## src/rtl/rsa_pkg.sv

```systemverilog
// Shared definitions for the RSA output collector: FSM encoding, counter width
// and the helper that locates a row's word inside the packed row bus.
package rsa_pkg;

  localparam int CNT_W = 8;

  typedef enum logic {
    IDLE   = 1'b0,
    ACTIVE = 1'b1
  } state_e;

  // Rows are numbered from 1; row r occupies bits [(r-1)*width +: width].
  function automatic int slice_lo(input int row, input int width);
    return (row - 1) * width;
  endfunction

endpackage

```

## src/rtl/rsa_out_collector_if.sv

```systemverilog
// Result stream of the output collector: valid/ready word port with a last marker.
interface rsa_out_collector_if #(
  parameter int OUT_LEN = 8
) ();

  logic [OUT_LEN-1:0] res_data;
  logic               res_val;
  logic               res_rdy;
  logic               res_last;

  modport master (
    output res_data,
    output res_val,
    output res_last,
    input  res_rdy
  );

  modport slave (
    input  res_data,
    input  res_val,
    input  res_last,
    output res_rdy
  );

endinterface

```

## src/rtl/rsa_row_fifo.sv

```systemverilog
// Per-row synchronous FIFO. A push into a full FIFO is still taken when the same
// cycle pops, so a steadily drained row never loses a word.
module rsa_row_fifo #(
  parameter int W     = 8,
  parameter int DEPTH = 4
) (
  input  logic         clk,
  input  logic         rst_n,
  input  logic         clr_i,
  input  logic         push_i,
  input  logic         pop_i,
  input  logic [W-1:0] data_i,
  output logic [W-1:0] data_o,
  output logic         full_o,
  output logic         empty_o
);

  localparam int AW = $clog2(DEPTH);

  logic [W-1:0]  mem_q [DEPTH];
  logic [AW:0]   wr_ptr_q;
  logic [AW:0]   rd_ptr_q;
  logic          do_pop;
  logic          do_push;

  // The extra pointer bit distinguishes a wrapped (full) FIFO from an empty one.
  assign empty_o = (wr_ptr_q == rd_ptr_q);
  assign full_o  = (wr_ptr_q[AW] != rd_ptr_q[AW]) &&
                   (wr_ptr_q[AW-1:0] == rd_ptr_q[AW-1:0]);
  assign do_pop  = pop_i && !empty_o;
  assign do_push = push_i && (!full_o || do_pop);
  assign data_o  = mem_q[rd_ptr_q[AW-1:0]];

  always_ff @(posedge clk or negedge rst_n) begin
    if (!rst_n) begin
      wr_ptr_q <= '0;
      rd_ptr_q <= '0;
    end else if (clr_i) begin
      wr_ptr_q <= '0;
      rd_ptr_q <= '0;
    end else begin
      if (do_push) wr_ptr_q <= wr_ptr_q + 1'b1;
      if (do_pop)  rd_ptr_q <= rd_ptr_q + 1'b1;
    end
  end

  always_ff @(posedge clk) begin
    if (do_push && !clr_i) mem_q[wr_ptr_q[AW-1:0]] <= data_i;
  end

endmodule

```

## src/rtl/rsa_out_collector.sv

```systemverilog
// Collects staggered per-row PE outputs into row buffers and replays them as a
// row-major m x k result stream on a back-pressured valid/ready port.
module rsa_out_collector
  import rsa_pkg::*;
#(
  parameter int X       = 3,
  parameter int Y       = 3,
  parameter int OUT_LEN = 8,
  parameter int DEPTH   = 4
) (
  input  logic                 clk,
  input  logic                 sys_rst_n,
  input  logic                 cfg_val,
  input  logic [CNT_W-1:0]     cfg_m,
  input  logic [CNT_W-1:0]     cfg_k,
  input  logic [X-1:0]         out_rd_en,
  input  logic [X*OUT_LEN-1:0] row_data,
  output logic                 pe_out_rdy,
  rsa_out_collector_if.master  res,
  output logic                 done,
  output logic                 cfg_err,
  output logic                 ovf
);

  state_e               state_q, state_d;
  logic [CNT_W-1:0]     m_q, k_q;
  logic [CNT_W-1:0]     r_q, r_d;
  logic [CNT_W-1:0]     c_q, c_d;
  logic [X-1:0]         d_rd_en_q;
  logic [X-1:0]         push;
  logic [X-1:0]         pop;
  logic [X-1:0]         full;
  logic [X-1:0]         empty;
  logic [OUT_LEN-1:0]   fifo_dout [X];
  logic                 out_val_q;
  logic [OUT_LEN-1:0]   out_data_q;
  logic [OUT_LEN-1:0]   load_data;
  logic                 done_q;
  logic                 cfg_err_q;
  logic                 ovf_q;
  logic                 cfg_legal;
  logic                 cfg_accept;
  logic                 xfer;
  logic                 is_last;
  logic                 can_load;
  logic                 load;
  logic                 ovf_set;

  assign cfg_legal  = (cfg_m >= CNT_W'(1)) && (cfg_m <= CNT_W'(X)) &&
                      (cfg_k >= CNT_W'(1)) && (cfg_k <= CNT_W'(Y));
  assign cfg_accept = cfg_val && (state_q == IDLE) && cfg_legal;
  assign xfer       = out_val_q && res.res_rdy;
  assign is_last    = (r_q == m_q) && (c_q == k_q);

  // r/c always name the element sitting in (or next due for) the output register.
  always_comb begin
    r_d = r_q;
    c_d = c_q;
    if (xfer) begin
      if (c_q == k_q) begin
        c_d = CNT_W'(1);
        r_d = r_q + 1'b1;
      end else begin
        c_d = c_q + 1'b1;
      end
    end
  end

  // Refill on an empty register or on the very cycle its word leaves, unless it was the last word.
  assign can_load = (state_q == ACTIVE) && (!out_val_q || (xfer && !is_last));

  for (genvar i = 0; i < X; i++) begin : g_row
    assign push[i] = (state_q == ACTIVE) && d_rd_en_q[i] && (CNT_W'(i + 1) <= m_q);
    assign pop[i]  = can_load && (r_d == CNT_W'(i + 1)) && !empty[i];

    rsa_row_fifo #(
      .W     (OUT_LEN),
      .DEPTH (DEPTH)
    ) u_fifo (
      .clk     (clk),
      .rst_n   (sys_rst_n),
      .clr_i   (cfg_accept),
      .push_i  (push[i]),
      .pop_i   (pop[i]),
      .data_i  (row_data[slice_lo(i + 1, OUT_LEN) +: OUT_LEN]),
      .data_o  (fifo_dout[i]),
      .full_o  (full[i]),
      .empty_o (empty[i])
    );
  end

  assign load    = |pop;
  assign ovf_set = |(push & full & ~pop);

  always_comb begin
    load_data = '0;
    for (int i = 0; i < X; i++) begin
      if (pop[i]) load_data = fifo_dout[i];
    end
  end

  always_comb begin
    state_d = state_q;
    case (state_q)
      IDLE:    if (cfg_accept)       state_d = ACTIVE;
      ACTIVE:  if (xfer && is_last)  state_d = IDLE;
      default:                       state_d = IDLE;
    endcase
  end

  always_ff @(posedge clk or negedge sys_rst_n) begin
    if (!sys_rst_n) begin
      state_q <= IDLE;
    end else begin
      state_q <= state_d;
    end
  end

  // A newly accepted job restarts from a clean slate: counters, capture strobes, output and ovf.
  always_ff @(posedge clk or negedge sys_rst_n) begin
    if (!sys_rst_n) begin
      m_q        <= '0;
      k_q        <= '0;
      r_q        <= '0;
      c_q        <= '0;
      d_rd_en_q  <= '0;
      out_val_q  <= 1'b0;
      out_data_q <= '0;
      ovf_q      <= 1'b0;
    end else if (cfg_accept) begin
      m_q        <= cfg_m;
      k_q        <= cfg_k;
      r_q        <= CNT_W'(1);
      c_q        <= CNT_W'(1);
      d_rd_en_q  <= '0;
      out_val_q  <= 1'b0;
      ovf_q      <= 1'b0;
    end else begin
      r_q       <= r_d;
      c_q       <= c_d;
      d_rd_en_q <= (state_q == ACTIVE) ? out_rd_en : '0;
      if (load) begin
        out_val_q  <= 1'b1;
        out_data_q <= load_data;
      end else if (xfer) begin
        out_val_q  <= 1'b0;
      end
      if (ovf_set) ovf_q <= 1'b1;
    end
  end

  always_ff @(posedge clk or negedge sys_rst_n) begin
    if (!sys_rst_n) begin
      done_q    <= 1'b0;
      cfg_err_q <= 1'b0;
    end else begin
      done_q    <= xfer && is_last;
      cfg_err_q <= cfg_val && !cfg_accept;
    end
  end

  assign pe_out_rdy   = (state_q == ACTIVE);
  assign res.res_val  = out_val_q;
  assign res.res_data = out_data_q;
  assign res.res_last = out_val_q && is_last;
  assign done         = done_q;
  assign cfg_err      = cfg_err_q;
  assign ovf          = ovf_q;

endmodule

```

## src/flat_wrapper.sv

```systemverilog
// flat-port wrapper written by rule: the top's interface ports become plain ports
module rsa_out_collector_flat import rsa_pkg::*;
#(
  parameter int X       = 3,
  parameter int Y       = 3,
  parameter int OUT_LEN = 8,
  parameter int DEPTH   = 4
)
  (clk, sys_rst_n, cfg_val, cfg_m, cfg_k, out_rd_en, row_data, pe_out_rdy, done, cfg_err, ovf, res_res_data, res_res_val, res_res_last, res_res_rdy);
  rsa_out_collector_if #(.OUT_LEN(OUT_LEN)) res_i ();
  input  logic clk;
  input  logic sys_rst_n;
  input  logic cfg_val;
  input  logic [CNT_W-1:0] cfg_m;
  input  logic [CNT_W-1:0] cfg_k;
  input  logic [X-1:0] out_rd_en;
  input  logic [X*OUT_LEN-1:0] row_data;
  output logic pe_out_rdy;
  output logic done;
  output logic cfg_err;
  output logic ovf;
  output wire logic [$bits(res_i.res_data)-1:0] res_res_data;
  output wire logic [$bits(res_i.res_val)-1:0] res_res_val;
  output wire logic [$bits(res_i.res_last)-1:0] res_res_last;
  input wire logic [$bits(res_i.res_rdy)-1:0] res_res_rdy;
  assign res_res_data = res_i.res_data;
  assign res_res_val = res_i.res_val;
  assign res_res_last = res_i.res_last;
  assign res_i.res_rdy = res_res_rdy;
  rsa_out_collector #(.X(X), .Y(Y), .OUT_LEN(OUT_LEN), .DEPTH(DEPTH)) u_core (.clk(clk), .sys_rst_n(sys_rst_n), .cfg_val(cfg_val), .cfg_m(cfg_m), .cfg_k(cfg_k), .out_rd_en(out_rd_en), .row_data(row_data), .pe_out_rdy(pe_out_rdy), .res(res_i), .done(done), .cfg_err(cfg_err), .ovf(ovf));
endmodule
```

## config.mk

```make
export PLATFORM = sky130hd
export DESIGN_NAME = rsa_out_collector_flat
export DESIGN_NICKNAME = d
export VERILOG_FILES = /design/src/rtl/rsa_pkg.sv /design/src/rtl/rsa_out_collector_if.sv /design/src/rtl/rsa_row_fifo.sv /design/src/rtl/rsa_out_collector.sv /design/src/flat_wrapper.sv
export SDC_FILE = /design/constraint.sdc
export NUM_CORES = 1
export LEC_CHECK = 0
export CAP_MARGIN = 20
export CORE_ASPECT_RATIO = 1.4
export CORE_UTILIZATION = 32
export DETAILED_ROUTE_END_ITERATION = 7
export PLACE_DENSITY_LB_ADDON = 0.3
export REMOVE_ABC_BUFFERS = 1
export SYNTH_ARGS = -nofsm -noshare
export SYNTH_HDL_FRONTEND = slang
export SYNTH_HIERARCHICAL = 1
export SYNTH_SLANG_ARGS = --single-unit
```

## constraint.sdc

```tcl
create_clock -name clk -period 8.7 [get_ports clk]
set_input_delay 0.87 -clock clk [delete_from_list [all_inputs] [get_ports clk]]
set_output_delay 0.87 -clock clk [all_outputs]
set_load 0.03 [all_outputs]
```

== Word level (Yosys, flattened, before mapping) ==
Memory sizes are Yosys's and may differ from the RTL's.
Cells that the tools add are included.

* Register bits: 66
* Latch bits: 0
* RAM bits: 96
* Bits in read-only memories: 0
* Word-level logic and storage cells: 152
* Memories kept: 3

{| class="wikitable"
|+ Memory list
! name !! depth !! bits a word !! read ports !! clocked after Yosys merged registers in !! write ports !! line !! RTL
|-
| u_core.g_row[0].u_fifo.mem_q || 4 || 8 || 1 || 0 || 1 || rsa_row_fifo.sv:20 || <nowiki>logic [W-1:0] mem_q [DEPTH];</nowiki>
|-
| u_core.g_row[1].u_fifo.mem_q || 4 || 8 || 1 || 0 || 1 || rsa_row_fifo.sv:20 ||
|-
| u_core.g_row[2].u_fifo.mem_q || 4 || 8 || 1 || 0 || 1 || rsa_row_fifo.sv:20 ||
|}

* $add $sub $neg: 8
* Multiply operators: 0
* Div/mod/pow operators: 0
* Order comparisons: 7
* Equality and inequality tests: 14
* Shift-type cells: 0
* Muxes and demuxes: 37
* Bitwise operators: 5
* Reduce and logical (&&, ||, !) cells: 61

{| class="wikitable"
|+ Operators by type and width
! operator !! count
|-
| two-way mux 8 bit || 9
|-
| two-way mux 3 bit || 14
|-
| logical AND 1 bit || 36
|-
| adder 3 x 1 -> 3 bit, second input constant || 6
|-
| adder 8 x 1 -> 8 bit, second input constant || 2
|-
| == test 8 x 2 -> 1 bit, second input constant || 2
|-
| == test 8 bit || 2
|-
| >= comparator 8 x 1 -> 1 bit, second input constant || 2
|-
| less-or-equal comparator 2 x 8 -> 1 bit, first input constant || 2
|-
| less-or-equal comparator 8 x 2 -> 1 bit, second input constant || 2
|-
| nonzero test 2 bit || 8
|-
| two-way mux 1 bit || 13
|-
| == test 3 bit || 3
|-
| logical NOT 1 bit || 9
|-
| == test 8 x 1 -> 1 bit, second input constant || 1
|-
| less-or-equal comparator 1 x 8 -> 1 bit, first input constant || 1
|-
| AND 3 bit || 2
|-
| == test 2 bit || 3
|-
| OR reduction 3 bit || 2
|-
| logical OR 1 bit || 4
|-
| != test 1 bit || 3
|-
| NOT 3 bit || 1
|-
| nonzero test 3 bit || 1
|-
| NOT 1 bit || 2
|-
| other kinds (2) || 2
|}

== Depth between registers and ports, before layout ==
Gate-level depths: netlist of the first run.

* Word-level depth: 14
* Mapped depth: 10
* Gate-level depth less buffers: 9

== Modules after synthesis ==
The synthesis of the first run kept the hierarchy.

{| class="wikitable"
|+ By module, submodules not included
! module !! times used !! cells an instance !! area an instance (sq um)
|-
| rsa_row_fifo at u_core.g_row[0].u_fifo ... || 2 || 97 || 1706.6
|-
| rsa_out_collector || 1 || 259 || 2680.1
|-
| rsa_row_fifo at u_core.g_row[1].u_fifo || 1 || 97 || 1720.4
|}

== Worst setup path before layout of the first run ==
OpenSTA, ideal clock, no wires.

* Kind: input-to-reg
* Start point: in res_res_rdy
* End point: mem u_core.g_row[2].u_fifo.mem_q[3][0], enable pin
* Setup time: 0.332 ns
* Data arrival time: 2.842 ns
* Data required time: 8.368 ns
* Path slack: 5.526 ns
* Stages on the path: 10
* Buffers on the path: 1
* Path through: and2_1 -> buf_2 -> nand2_1 -> or4_4 -> a21oi_4 -> inv_1 -> nor3_1 -> inv_1 -> a41oi_1 -> and2_1

* Word-level cells in the longest chain between the ends: 12
* Elaborated cells between the ends (all ways): 14

{| class="wikitable"
|+ RTL lines
! what !! line !! RTL
|-
| from (decl) || flat_wrapper.sv:25 || <nowiki>input wire logic [$bits(res_i.res_rdy)-1:0] res_res_rdy;</nowiki>
|-
| logical AND 1 bit (*) || rsa_out_collector.sv:52 || <nowiki>assign xfer = out_val_q && res.res_rdy;</nowiki>
|-
| branches (longest 3 deep; another with two-way mux 8 bit) || -- ||
|-
| logical AND 1 bit (*) (2 in series) || rsa_out_collector.sv:74 || <nowiki>assign pop[i] = can_load && (r_d == CNT_W'(i + 1)) && !empty[i];</nowiki>
|-
| named net u_core.pop[2] || rsa_out_collector.sv:31 || <nowiki>logic [X-1:0] pop;</nowiki>
|-
| logical AND 1 bit (*) || rsa_row_fifo.sv:30 || <nowiki>assign do_pop = pop_i && !empty_o;</nowiki>
|-
| logical OR 1 bit (*) || rsa_row_fifo.sv:31 || <nowiki>assign do_push = push_i && (!full_o || do_pop);</nowiki>
|-
| logical AND 1 bit (*) || rsa_row_fifo.sv:31 ||
|-
| logical AND 1 bit (*) || rsa_row_fifo.sv:48 || <nowiki>if (do_push && !clr_i) mem_q[wr_ptr_q[AW-1:0]] <= data_i;</nowiki>
|-
| two-way mux 1 bit (*) || rsa_row_fifo.sv:48 ||
|-
| two-way mux 1 bit (not written as such) (*) || rsa_row_fifo.sv:48 ||
|-
| to (decl) || rsa_row_fifo.sv:20 ||
|}

Mark *: on every way through the listed nets, which the timed path passes.

== Worst setup path after layout of the first run ==
* Start point: in res_res_rdy
* End point: mem u_core.g_row[0].u_fifo.mem_q[2][6], enable pin

* Word-level cells in the longest chain between the ends: 12
* Elaborated cells between the ends (all ways): 14

{| class="wikitable"
|+ RTL lines
! what !! line
|-
| logical AND 1 bit (*) || rsa_out_collector.sv:52
|-
| branches (longest 3 deep; another with two-way mux 8 bit) || --
|-
| logical AND 1 bit (*) (2 in series) || rsa_out_collector.sv:74
|-
| named net u_core.pop[0] || rsa_out_collector.sv:31
|-
| logical AND 1 bit (*) || rsa_row_fifo.sv:30
|-
| logical OR 1 bit (*) || rsa_row_fifo.sv:31
|-
| logical AND 1 bit (*) || rsa_row_fifo.sv:31
|-
| logical AND 1 bit (*) || rsa_row_fifo.sv:48
|-
| two-way mux 1 bit (*) || rsa_row_fifo.sv:48
|-
| two-way mux 1 bit (not written as such) (*) || rsa_row_fifo.sv:48
|-
| to (decl) || rsa_row_fifo.sv:20
|}

Marks and branches as above.

==> run metrics, run 1 <==
postcts setup bufs 0; Post-synth EDFFs 96; Ys Warns 6; Die W 134 µm; library cells used by synthesis 64; number of H-tree levels 4; Diodes inserted 0; multiplexer share of the synthesized area 0.101; WL met2 8.67 mm; IO Port Bufs 60; XOR/XNOR Fraction of Synth Area 0.0528; Critical Path RT 8.79 ns; Skew-Pair Late Insertion Delay 0.43 ns; Crit. End Element flop; dominant synthesized flop cell edfxtp_1; Layout area overhead 18.7%; Final period util 0.470; CTS sink count 162; DRT Pass-1 Iters 7; Syn Inst Count 550; core area 0.0240 mm²; Ports 61; worst hold margin 0.531 ns; final slew viol count 0; Cell Area, Placed 0.00868 mm²; placer congestion estimate 0.811; Clock Tree Buf Depth 2; routed wire length 16.5 mm; met3 routed wirelength 577 µm; top-count cell post-synth edfxtp_1; Synth Area in Simple Gates 0.127; initial antenna violation count 0; Design Power 1.67 mW; vias in the first global route 4852; synthesized area per cell 14.2 µm²; die area 0.0251 mm²; Post-synth top cells edfxtp_1, dfrtp_1, nor2_1; setup ws final 4.61 ns; Tmin final 4.09 ns; row count 67; via-per-instance ratio 5.02; Arr. time, crit path 4.18 ns; pre-CTS setup slack 4.23 ns; Slew @ Worst Pin 0.897 ns; top cells by area, synth edfxtp_1, dfrtp_1, mux4_2, ha_1, mux4_1; top routing layer in use met4; achievable clock frequency 0.245 GHz; outcome complete, no violations; Worst Path Class, Setup input port to flop; CTS buffer count 17; DR iter-0 viols 278; mapped cell area 0.00781 mm²; endpoints failing setup 0; flops & latches, synth 162; Post-CTS Hold Fix Bufs 0; HP Class flop to flop; Setup Skew 0.00997 ns; critical path launch point type input port; placed cell count 896; final cell count without fillers 928; largest net degree at the start of global routing 67; Adder-Cell Fraction of Synth Area 0.0272; LEAKAGE 3.46 nW; Clock transition at path regs 0.06 ns; Total Routing Usage GR 0.139; post-route cell area 0.00927 mm²; DRC Markers 0; Setup TNS 0 ns; Hold Fails Final Rpt 0; WL/cell 17.8 µm; first-pass GRT wire length 26.4 mm; Final Util 0.387; maxcap violations 0; largest family of logic cells by synthesized area simple AND/OR/NAND/NOR gates; layout cell share with drive strength beyond 1 0.160; total grt overflow 0; largest area contributor in the netlist edfxtp_1; pwr dens 180 mW/mm²; Root Driver clkbuf_16; TritonCTS clock tree done; RSZ-0062 raised after global routing false; max_slew headroom 0.402; Post-DRT Antenna Nets 0; worst-path maximum fanout 11; Die Y 187 µm; worst IR drop on VDD 0.139 mV; top cell type's share of synthesized area 0.369; Final #Nets 669; Starting Density 0.326; met1 WL 6.94 mm; post-detail-place hpwl 11.6 mm; share of flip-flops with an asynchronous set or reset 0.407; Seq/Total Area, Yosys 0.580; post-CTS sizing 0; vias 4657; post-synthesis compound-gate area fraction 0.0823
-- worst max-delay path: stages --
cell,delay (ns)
clkdlybuf4s50_1,0.53
nand2_1,0.26
or4b_1,0.59
a21oi_1,0.65
nor3b_1,0.38
inv_1,0.19
a41oi_1,0.29
and2_1,0.43
-- metal layers --
metal	up-vias	track usage
li1	2169	-
met1	2382	0.165
met2	91	0.244
met3	15	0.0287
met4	0	0.0588
met5	-	0
-- path summary, 6_finish.rpt --
| kind | start | end | slack, ns | cells after the start |
|---|---|---|---|---|
| setup / recovery | res_res_rdy | u_core/g_row[0].u_fifo/mem_q[2][6] | 4.61 | 8 |
| hold / removal | u_core/k_q[3] | u_core/k_q[3] | 0.53 | 1 |
| setup reg to reg | u_core/c_q[0] | u_core/g_row[0].u_fifo/mem_q[2][6] | 4.79 | 8 |
| hold reg to reg | u_core/k_q[3] | u_core/k_q[3] | 0.53 | 1 |
| max in group asynchronous | sys_rst_n | u_core/c_q[5] | 7.47 | 2 |
| min in group asynchronous | sys_rst_n | u_core/m_q[6] | 0.64 | 2 |
-- layout by cell type (no fill, tap or decap), types with 6 or more instances in the layout --
cell type | synthesis | final
xnor2_1 | 16 | 16
ha_1 | 17 | 17
mux4_1 | 8 | 8
o2bb2ai_2 | 8 | 8
a41oi_1 | 6 | 6
mux2_2 | 9 | 9
mux2i_1 | 6 | 6
o21ai_0 | 7 | 7
clkbuf_16 | 0 | 17
dfrtp_1 | 66 | 66
inv_1 | 20 | 20
nor2_1 | 37 | 37
mux4_2 | 16 | 16
clkdlybuf4s50_1 | 0 | 59
edfxtp_1 | 96 | 96
a21oi_1 | 10 | 10
nand2b_1 | 20 | 20
nand4_1 | 9 | 9
a222oi_1 | 8 | 8
nand3_1 | 7 | 7
and2_1 | 18 | 18
nor3_1 | 7 | 6
a31oi_1 | 6 | 6
xor2_1 | 10 | 10
nand2_1 | 21 | 21
nor2b_1 | 22 | 22
-- layout make-up --
cell class | count | area, µm²
clock buffer | 18 | 429
timing repair buffer | 63 | 618
inverter | 20 | 75.1
fill | 2266 | 14700
clock inverter | 14 | 164
sequential | 162 | 4530
tap | 310 | 388
multi-input combinational | 341 | 3060
-- where the power goes --
group | leakage [nW] | total, mW | switching (mW) | internal (mW)
logic | 1.43 | 0.0934 | 0.0468 | 0.0466
clock network | 0.284 | 0.743 | 0.334 | 0.409
registers | 1.74 | 0.832 | 0.0121 | 0.820
total | 3.46 | 1.67 | 0.393 | 1.28
-- sequential cells by signal, summed over array words and instances, names as in the netlist --
register,count
u_core/g_row.u_fifo/mem_q,96
u_core/ovf,1
u_core/pe_out_rdy,1
u_core/k_q,8
u_core/m_q,8
u_core/g_row.u_fifo/rd_ptr_q,9
u_core/cfg_err,1
u_core/c_q,8
u_core/res.res_data,8
u_core/res.res_val,1
u_core/r_q,8
u_core/done,1
u_core/d_rd_en_q,3
u_core/g_row.u_fifo/wr_ptr_q,9
-- kinds of logic (layout without fill, tap and decap cells) --
kind of cell / after synthesis / after routing
simple gates: 175 / 175
flops: 162 / 162
compound gates: 70 / 70
buf+inv: 47 / 115
mux: 43 / 43
xor+xnor: 36 / 36
fa+ha+maj: 17 / 17
Note: power is estimated with default switching activity, not from simulation.
==> run 2: changes to the inputs <==
==> constraint.sdc (replaced) <==
create_clock -name clk -period 3.8 [get_ports clk]
set_input_delay 0.38 -clock clk [delete_from_list [all_inputs] [get_ports clk]]
set_output_delay 0.38 -clock clk [all_outputs]
set_load 0.03 [all_outputs]
==> run metrics, run 2 (synthesized netlist as in run 1, its figures left out) <==
pwr dens 413 mW/mm² (+130%); leading cell type in the layout, fill and taps excluded edfxtp_1; IO Port Bufs 60 (unchanged); Critical Path RT 3.89 ns (-4.90 ns); Crit. End Element flop; maxcap violations 0 (unchanged); endpoints failing setup 0 (unchanged); CTS buffer count 17 (unchanged); Root Driver clkbuf_16; Diodes inserted 0 (unchanged); Design Power 3.86 mW (+130%); Starting Density 0.326 (unchanged); Clock Tree Buf Depth 2 (unchanged); Ports 61 (unchanged); max reg flops 96 (unchanged); Setup TNS 0 ns (unchanged); critical path launch point type flop; max_slew headroom 0.457 (+0.0552); row count 67 (unchanged); Skew-Pair Late Insertion Delay 0.43 ns (about the same); RSZ-0062 raised after global routing false; Layout area overhead 19.6%; Die W 134 µm (unchanged); worst hold margin 0.0330 ns (-0.498 ns); DRT Pass-1 Iters 6 (-1); DR iter-0 viols 447 (+61%); LEAKAGE 3.50 nW (+1.2%); vias in the first global route 4894 (+0.87%); Final period util 0.888; total grt overflow 0 (unchanged); worst-path maximum fanout 11 (unchanged); achievable clock frequency 0.296 GHz; CTS sink count 162 (unchanged); HP Class input port to async pin; Total Routing Usage GR 0.143 (+0.00388); via-per-instance ratio 5.06 (+0.74%); die area 0.0251 mm² (unchanged); post-detail-place hpwl 12.4 mm (+6.2%); number of H-tree levels 4 (unchanged); largest net degree at the start of global routing 40 (-40%); layout cell share with drive strength beyond 1 0.173 (+0.0126); Final #Nets 677 (+1.2%); final slew viol count 0 (unchanged); placer congestion estimate 0.857 (+5.7%); Post-CTS Hold Fix Bufs 0 (unchanged); outcome complete, no violations; Worst Path Class, Setup flop to flop; worst IR drop on VDD 0.320 mV (+130%); routed wire length 17.0 mm (+2.9%); Slew @ Worst Pin 0.815 ns (-0.0828 ns); Post-DRT Antenna Nets 0 (unchanged); core area 0.0240 mm² (unchanged); Hold Fails Final Rpt 0 (unchanged); first-pass GRT wire length 27.1 mm (+2.7%); WL/cell 18.2 µm (+2.1%); most frequent cells in the layout edfxtp_1, dfrtp_1, clkdlybuf4s50_1, nor2_1, nor2b_1; initial antenna violation count 0 (unchanged); vias 4727 (+1.5%); Arr. time, crit path 3.46 ns (-0.72 ns); Tmin final 3.37 ns; Clock transition at path regs 0.07 ns (about the same); Die Y 187 µm (unchanged); Setup Skew 0.00939 ns (-0.000587 ns); DRC Markers 0 (unchanged); TritonCTS clock tree done
[run 2: cell count changes in the layout (fill, tap and decap cells not counted), sizes merged]
| cell | change |
|---|---|
| buf | +8 |
| bufinv | +1 |
| clkbuf | -1 |
| clkinv | +1 |
| clkinvlp | +1 |
| inv | -3 |
[run 2: layout make-up]
type | instances | area, µm²
clock inverters | 14 | 176
multi-input cells | 341 | 3070
clock buffers | 17 | 425
repair buffers | 71 | 678
flip-flops and latches | 162 | 4530
fillers | 2238 | 14600
inverters | 20 | 75.1
well taps | 310 | 388
[run 2: path summary, 6_finish.rpt]
kind	from	end	slack, ns	cells past startpoint
setup / recovery	u_core/r_q[0]	u_core/g_row[2].u_fifo/mem_q[3][3]	0.43	9
hold / removal	sys_rst_n	u_core/m_q[6]	0.03	1
setup reg to reg	u_core/r_q[0]	u_core/g_row[2].u_fifo/mem_q[3][3]	0.43	9
hold reg to reg	u_core/k_q[4]	u_core/k_q[4]	0.53	1
max in group asynchronous	sys_rst_n	u_core/g_row[1].u_fifo/rd_ptr_q[0]	2.76	2
min in group clk	u_core/k_q[4]	u_core/k_q[4]	0.53	1
[run 2: worst max-delay path, cell delays in order (launching register included)]
cell,delay [ns]
dfrtp_1,0.52
ha_1,0.37
nand2_1,0.09
or4_4,0.44
a21oi_4,0.30
inv_1,0.09
nor3_1,0.25
inv_1,0.16
a41oi_1,0.39
and2_1,0.43
[run 2: through the flow]
stage	cells	utilization	cell area (µm²)	worst slack [ns]
floorplan	523	-	7660	0.245
global route	935	0.390	9340	0.239
global placement	901	0.364	8720	0.178
CTS	932	0.389	9320	0.170
finish	935	0.390	9340	0.426
detailed placement	901	0.364	8720	0.119
[run 2: report_power, final]
group	leakage [nW]	internal [mW]	switching, mW
Sequential	1.74	1.88	0.0281
Combinational	1.47	0.114	0.111
Clock	0.284	0.987	0.740
[run 2: metal layers]
layer  wire length (µm)  track usage  share of wire  vias up
met1               7110        0.175           0.42     2395
li1                   -            -              -     2197
met3                587       0.0255          0.035       24
met5                  0            0              0        -
met2               8890        0.247           0.52      111
met4                386       0.0618          0.023        0
[run 2: what timing repair did]
action / CTS / global route
hold endpoints to repair: 0 / 0
setup buffers: 0 / 3
setup endpoints to repair: 0 / 40
resized for setup: 0 / 1
